**src/rtl/gost89_cfb_ctrl.sv**
```systemverilog
// CFB stream controller in front of a GOST 28147-89 ECB encrypt core: XORs blocks with gamma = E(fb).
// Latency: block handshaken at T is out_valid at T+1; next in_ready after core_load (T+1) plus core run.
// Backpressure: single output register; in_ready only when the slot is free or being drained this cycle.
//
// Ports:
//   clk, reset               clock, synchronous active-high reset (forwarded as core_reset)
//   decrypt                  0: feedback = output block, 1: feedback = input block
//   iv_load, iv              restart the chain from iv (any state)
//   in_valid/in_ready/in_data     64-bit input block handshake
//   out_valid/out_ready/out_data  64-bit result block handshake
//   core_reset, core_load, core_in, core_out, core_busy   ECB core interface
//   err                      sticky core-hang timeout flag
//   blk_cnt                  blocks emitted since reset or iv_load
module gost89_cfb_ctrl #(
  parameter int MAX_WAIT = 63,
  parameter int CNT_W    = 32
) (
  input  logic             clk,
  input  logic             reset,
  input  logic             decrypt,
  input  logic             iv_load,
  input  logic [63:0]      iv,
  input  logic             in_valid,
  output logic             in_ready,
  input  logic [63:0]      in_data,
  output logic             out_valid,
  input  logic             out_ready,
  output logic [63:0]      out_data,
  output logic             core_reset,
  output logic             core_load,
  output logic [63:0]      core_in,
  input  logic [63:0]      core_out,
  input  logic             core_busy,
  output logic             err,
  output logic [CNT_W-1:0] blk_cnt
);

  localparam int WAIT_W = $clog2(MAX_WAIT + 1);
  localparam logic [WAIT_W-1:0] WAIT_LAST = WAIT_W'(MAX_WAIT - 1);

  typedef enum logic [1:0] {
    S_NOIV,
    S_LOAD,
    S_RUN,
    S_READY
  } state_t;

  state_t            state;
  state_t            state_nxt;
  logic [WAIT_W-1:0] wait_cnt;
  logic [WAIT_W-1:0] wait_cnt_nxt;
  logic [63:0]       fb;
  logic [63:0]       gamma;
  logic              gamma_cap;
  logic              timeout;
  logic              hs;
  logic [63:0]       xored;

  assign core_reset = reset;
  assign core_in    = fb;
  assign hs         = in_valid && in_ready;
  assign xored      = in_data ^ gamma;

  always_comb begin
    state_nxt    = state;
    wait_cnt_nxt = wait_cnt;
    core_load    = 1'b0;
    in_ready     = 1'b0;
    gamma_cap    = 1'b0;
    timeout      = 1'b0;
    case (state)
      S_NOIV: begin
        state_nxt = S_NOIV;
      end
      S_LOAD: begin
        core_load    = 1'b1;
        wait_cnt_nxt = '0;
        state_nxt    = S_RUN;
      end
      S_RUN: begin
        // First cycle in S_RUN (wait_cnt==0) ignores busy: the core may
        // register busy one cycle after the load pulse.
        if (wait_cnt != '0 && !core_busy) begin
          gamma_cap = 1'b1;
          state_nxt = S_READY;
        end else if (wait_cnt == WAIT_LAST) begin
          timeout   = 1'b1;
          state_nxt = S_NOIV;
        end else begin
          wait_cnt_nxt = wait_cnt + WAIT_W'(1);
        end
      end
      S_READY: begin
        // iv_load takes precedence, so no block may be accepted that cycle.
        in_ready = (!out_valid || out_ready) && !iv_load;
        if (in_valid && in_ready) begin
          state_nxt = S_LOAD;
        end
      end
      default: begin
        state_nxt = S_NOIV;
      end
    endcase
    if (iv_load) begin
      state_nxt = S_LOAD;
    end
  end

  always_ff @(posedge clk) begin
    if (reset) begin
      state     <= S_NOIV;
      wait_cnt  <= '0;
      fb        <= '0;
      gamma     <= '0;
      out_data  <= '0;
      out_valid <= 1'b0;
      err       <= 1'b0;
      blk_cnt   <= '0;
    end else begin
      state    <= state_nxt;
      wait_cnt <= wait_cnt_nxt;

      if (iv_load) begin
        fb      <= iv;
        gamma   <= '0;
        err     <= 1'b0;
        blk_cnt <= '0;
      end else begin
        if (gamma_cap) begin
          gamma <= core_out;
        end
        if (timeout) begin
          err <= 1'b1;
        end
        if (hs) begin
          fb      <= decrypt ? in_data : xored;
          blk_cnt <= blk_cnt + CNT_W'(1);
        end
      end

      // Output slot survives iv_load; a write in the same cycle as a
      // consume keeps it valid with the new block.
      if (hs) begin
        out_data  <= xored;
        out_valid <= 1'b1;
      end else if (out_ready) begin
        out_valid <= 1'b0;
      end
    end
  end

endmodule
```
**config.mk**
```make
export PLATFORM = sky130hd
export DESIGN_NAME = gost89_cfb_ctrl
export DESIGN_NICKNAME = d
export VERILOG_FILES = /design/src/rtl/gost89_cfb_ctrl.sv
export SDC_FILE = /design/constraint.sdc
export NUM_CORES = 1
export LEC_CHECK = 0
export ABC_AREA = 1
export CORE_MARGIN = 1
export CORE_UTILIZATION = 46
export CTS_CLUSTER_DIAMETER = 40
export DETAILED_ROUTE_END_ITERATION = 16
export GPL_ROUTABILITY_DRIVEN = 0
export HOLD_SLACK_MARGIN = 0.15
export PLACE_DENSITY = 0.84
export RECOVER_POWER = 50
export SLEW_MARGIN = 20
export SYNTH_ARGS = -nofsm -noshare
export SYNTH_HDL_FRONTEND = slang
export SYNTH_SLANG_ARGS = --single-unit
```
**constraint.sdc**
```tcl
create_clock -name clk -period 1.7 [get_ports clk]
set_input_delay 0.34 -clock clk [delete_from_list [all_inputs] [get_ports clk]]
set_output_delay 0.34 -clock clk [all_outputs]
set_load 0.02 [all_outputs]
```
==> run metrics, run 1 <==
reg2reg start=out_valid; headroom to the max-slew limit=56.28%; syn avg cell area=7.067 um2; Setup Crit Path Kind=register to output port; Worst setup SP type=register; worst reg2reg path depth=10; starting density of the core=47.49%; RSZ-0062 raised after global routing=yes; Clock Tree Buf Depth=3; vias in the first global route=11289; Max Cap Viol=0; setup ws final=0.02936 ns; Core Area=22920 um2; worst reg2reg endpoint=core_in[20]; status=finished clean; CP Cell Sequence=dlygate4sd2_1; Layout Nets=2113; CP Capture Type=output port; Crit. path cell count=1; Synth Cell Area=10880 um2; syn_nets=1743; Worst Tran Pin Value=0.6558 ns; critical path's slowest cell=dfxtp_1; total global routing overflow=0; CP max FO=6; CP max stage delay=0.45 ns; Die Y=155.8 um; commonest non-fill, non-tap cell in the layout=nand2_1; P_leak=7.408 nW; Post-Layout Cell Count=2253; final WL=36.75 mm; # setup viols final=0; drc violations=0; worst path arrival time=1.33 ns; Peak VDD IR=694.4 uV; drt pass-1 iters=5; Critical Path RT=1.36 ns; Ports=364; Critical Path Source=blk_cnt[14]; fin crit period=1.671 ns; I/O Buffers=363; Hold Slack=0.4429 ns; largest net degree at the start of global routing=61; max-slew violation count=0; highest-count cells in the layout ignoring fill and taps=nand2_1, dfxtp_1, a21oi_1; die extent in x=155.8 um; internal reg-to-reg setup slack=0.09 ns; Placement Setup Slack=-0.3637 ns; Mapped Cells=1540; Antenna Nets Post-Route=0; Crit path max-delay family=flip-flops; TritonCTS Buffers=38; CP Capture Point=blk_cnt[14]; f_max=0.5986 GHz; Seq cells post-synth=234; PwrDens=934.4 nW/um2; final worst path period share=98.27%; post-synthesis sequential area ratio=43.04%; HPWL after DPL=24.93 mm; via count=11782; CTS sink cnt=234; synth unique cells=29; starting DRC count in detailed routing=873; hold_buf cts=0; Layout area overhead=49.93%; setup TNS=0 ns; worst path buffer plus inverter count=1; Inst Count DP=2179; wire per inst=16.31 um; Total Routing Usage GR=29.09%; worst-skew pair later-pin latency=0.51 ns; share of cells above drive strength 1=8.252%; global-route wire length before repair=56.67 mm; Rows=55; area of the die=24280 um2; Clock Pin Slew Worst Setup and Hold Paths=0.05 ns; Clock Skews=0.01703 ns; vias per cell=5.229; root buf cell=clkbuf_16; H-tree levels=2; Final Hold Fails=0; worst hold path class=input pin to register; CTS tree=yes; YS warnings=0; initial antenna violation count=0
==> registers in the layout (all words and copies together) (netlist names) <==
signal     cells
gamma         64
out_valid      1
blk_cnt       32
core_in       64
out_data      64
err            1
wait_cnt       6
state          2
==> power breakdown <==
group / switching (W) / internal (W)
registers: 0.0000565 / 0.00560
clock network: 0.00276 / 0.00520
logic: 0.000828 / 0.000810
total: 0.00364 / 0.0116
==> per-layer routing <==
metal,GRT usage (%),share of wire [%]
met5,0,0
met4,15.27,4.8
met2,50.72,49
met1,32.37,37
met3,7.722,9.0
==> stage by stage <==
stage                     area (um2)  util [%]  power (W)
after floorplan                10880         -   0.006494
after global placement         15080     65.79   0.007413
after detailed placement       15080     65.79   0.007440
after CTS                      16190     70.66    0.01533
after global routing           16310     71.19    0.01574
final                          16320     71.20    0.01525
==> Yosys cell counts, drive strengths merged <==
cell,count,share of area [%]
nand2,279,9.8
o21a,1,0.069
nand4,15,0.86
nor2,138,5.4
a21oi,213,9.8
inv,185,6.4
xor2,3,0.24
buf,53,2.9
nand3,152,7.0
and3,1,0.058
ha,4,0.46
xnor2,67,5.4
a31oi,1,0.058
o21ai,142,6.5
clkbuf,42,1.4
or2,1,0.058
dfxtp,234,43
o21bai,3,0.21
nor3,6,0.28
==> cell families after synthesis <==
kind of cell,after synthesis,share of synthesized area [%]
XOR/XNOR,70,5.633
adder cells (fa/ha/maj),4,0.4599
AO/OA/AOI/OAI,360,16.66
AND/OR/NAND/NOR,592,23.48
buffers and inverters,280,10.73
flip-flops,234,43.04
==> how the worst min path moves through the flow <==
stage / slack, ns / from / to / cells past startpoint
after floorplan: 0.41 / reset / wait_cnt[2] / 1
after global placement: 0.44 / gamma[58] / gamma[58] / 2
after detailed placement: 0.45 / gamma[36] / gamma[36] / 2
after CTS: 0.42 / iv_load / blk_cnt[3] / 6
after global routing: 0.45 / core_out[28] / gamma[28] / 3
final: 0.44 / core_out[54] / gamma[54] / 3
==> layout make-up <==
cell class / instances / area, um2
fill: 1840 / 6599
clock inverter: 18 / 222.7
timing repair buffer: 425 / 4119
inverter: 185 / 698.2
tap: 313 / 391.6
clock buffer: 51 / 1104
antenna: 1 / 2.502
multi-input combinational: 1026 / 5090
sequential: 234 / 4690
==> repair_timing <==
action                     4_1_cts  5_1_grt
setup endpoints to repair      165       45
setup buffers                    0        3
pin swaps                        0        2
resized for setup              174       36
cloned                           0        1
Power figures use the tool's default switching activity.
==> run 2: changes to the inputs <==
CORE_UTILIZATION = 50   (was 46)
PLACE_DENSITY = 0.9   (was 0.84)
clock period = 2.1 ns   (was 1.7 ns; I/O delays follow)
==> run 2 against run 1 <==
Net effect:
- critical path depth unchanged
- critical endpoint is now blk_cnt[21]
- via count increased by 0.93%
- die area decreased by 7.9%
- register-to-register slack improved by 0.04 ns
- sequential cell count unchanged
- combinational power decreased by 18%
- largest cell class unchanged
- global-route usage increased by 3.1 points
- sequential power decreased by 19%
==> run metrics, run 2 (synthesis results as in run 1) <==
status=finished clean; fin util=75.94% (+4.7 points); Setup Fix Bufs, Post-CTS=0 (unchanged); RSZ-0062 raised after global routing=no; hold_buf cts=0 (unchanged); total global routing overflow=0 (unchanged); area of the die=22360 um2 (-7.9%); P_leak=6.628 nW (-11%); Max Cap Viol=0 (unchanged); CP max FO=6 (unchanged); Layout Nets=2086 (-1.3%); H-tree levels=2 (unchanged); worst-skew pair later-pin latency=0.51 ns (about the same); final worst path period share=97.00%; TritonCTS Buffers=37 (-2.6%); Inst Count DP=2119 (-2.8%); I/O Buffers=363 (unchanged); PnR Total Power=0.01215 W (-20%); final WL=37.26 mm (+1.4%); worst path arrival time=1.62 ns (+0.29 ns); Layout area overhead=47.62%; root buf cell=clkbuf_16; critical path's slowest cell=clkdlybuf4s50_1; Rows=53 (-3.6%); Peak VDD IR=648.0 uV (-6.7%); vias per cell=5.443 (+4.1%); HPWL after DPL=25.14 mm (+0.81%); max-slew violation count=0 (unchanged); Clock Pin Slew Worst Setup and Hold Paths=0.05 ns (about the same); CP max stage delay=0.66 ns (+0.21 ns); Clock Tree Buf Depth=3 (unchanged); drt pass-1 iters=7 (+2); Finished Cell Area=16070 um2 (-1.5%); starting density of the core=51.45% (+4.0 points); initial antenna violation count=1 (+1); worst path buffer plus inverter count=1 (unchanged); headroom to the max-slew limit=32.71% (-24 points); wire per inst=17.05 um (+4.5%); largest net degree at the start of global routing=66 (+8.2%); CP Capture Type=output port; commonest non-fill, non-tap cell in the layout=clkdlybuf4s50_1; Clock Skews=0.01998 ns (+0.002956 ns); setup TNS=0 ns (unchanged); highest-count cells in the layout ignoring fill and taps=clkdlybuf4s50_1, nand2_1, dfxtp_1; # setup viols final=0 (unchanged); Critical Path RT=1.68 ns (+0.32 ns); fin crit period=2.037 ns; starting DRC count in detailed routing=719 (-18%); Antenna Nets Post-Route=0 (unchanged); Final Hold Fails=0 (unchanged); Post-Layout Cell Count=2185 (-3.0%); Core Area=21150 um2 (-7.7%); Worst Tran Pin Value=1.009 ns (+0.3535 ns); via count=11892 (+0.93%); global-route wire length before repair=57.28 mm (+1.1%); worst hold path class=register to register; Crit path max-delay family=buffers and inverters; PwrDens=756.5 nW/um2 (-19%); CP Cell Sequence=clkdlybuf4s50_1; f_max=0.4909 GHz; fillers=1492 (-19%); Area after DPL=14840 um2 (-1.6%); Ports=364 (unchanged); CTS tree=yes; Setup Crit Path Kind=register to output port; vias in the first global route=11547 (+2.3%); die extent in x=149.5 um (-4.0%); Die Y=149.5 um (-4.0%); CTS resizes=2 (-99%); Worst setup SP type=register; share of cells above drive strength 1=5.500% (-2.8 points); Total Routing Usage GR=32.20% (+3.1 points); drc violations=0 (unchanged); CTS sink cnt=234 (unchanged)
==> run 2: worst paths after layout <==
| kind | start | endpoint | slack (ns) | cells past startpoint |
|---|---|---|---|---|
| worst max-delay path | blk_cnt[21] | blk_cnt[21] | 0.06 | 1 |
| worst min-delay path | gamma[32] | gamma[32] | 0.45 | 2 |
| worst max register to register | state[1] | blk_cnt[30] | 0.13 | 8 |
| worst min register to register | gamma[32] | gamma[32] | 0.45 | 2 |
==> run 2: layer usage <==
layer	part of all wire (%)	routed length, um	GRT usage, %
met2	49	18110	56.02
met4	6.1	2261	20.05
met1	36	13290	35.08
met5	0	0	0
met3	9.6	3594	7.805
==> run 2: tightest hold or removal path, cell delays in order, from the launching register on <==
cell     delay (ns)
dfxtp_1        0.31
inv_1          0.05
a21oi_1        0.05
==> run 2: area by class of cell <==
cell class / count / area (um2) / area share, %
Clock inverter: 15 / 232.7 / 1.449
Inverter: 185 / 698.2 / 4.346
Multi-Input combinational cell: 1026 / 5041 / 31.38
Sequential cell: 234 / 4684 / 29.16
Timing Repair Buffer: 399 / 4035 / 25.12
Clock buffer: 50 / 1027 / 6.394
Antenna cell: 1 / 2.502 / 0.01558
Tap cell: 275 / 344.1 / 2.142
==> run 2: report_power, final <==
group | switching [W] | internal (W) | leakage [nW]
clock network | 0.00215 | 0.00406 | 0.597
logic | 0.000678 | 0.000675 | 4.13
registers | 0.0000538 | 0.00453 | 1.90
==> run 2: stage by stage <==
| step | hold WS (ns) | setup WS, ns |
|---|---|---|
| 4_1_cts | 0.4558 | 0.06040 |
| 3_3_place_gp | 0.4438 | -0.2111 |
| 5_1_grt | 0.4654 | 0.01406 |
| 2_1_floorplan | 0.4358 | 0.4869 |
| 3_5_place_dp | 0.4481 | -0.3356 |
| 6_report | 0.4525 | 0.06308 |
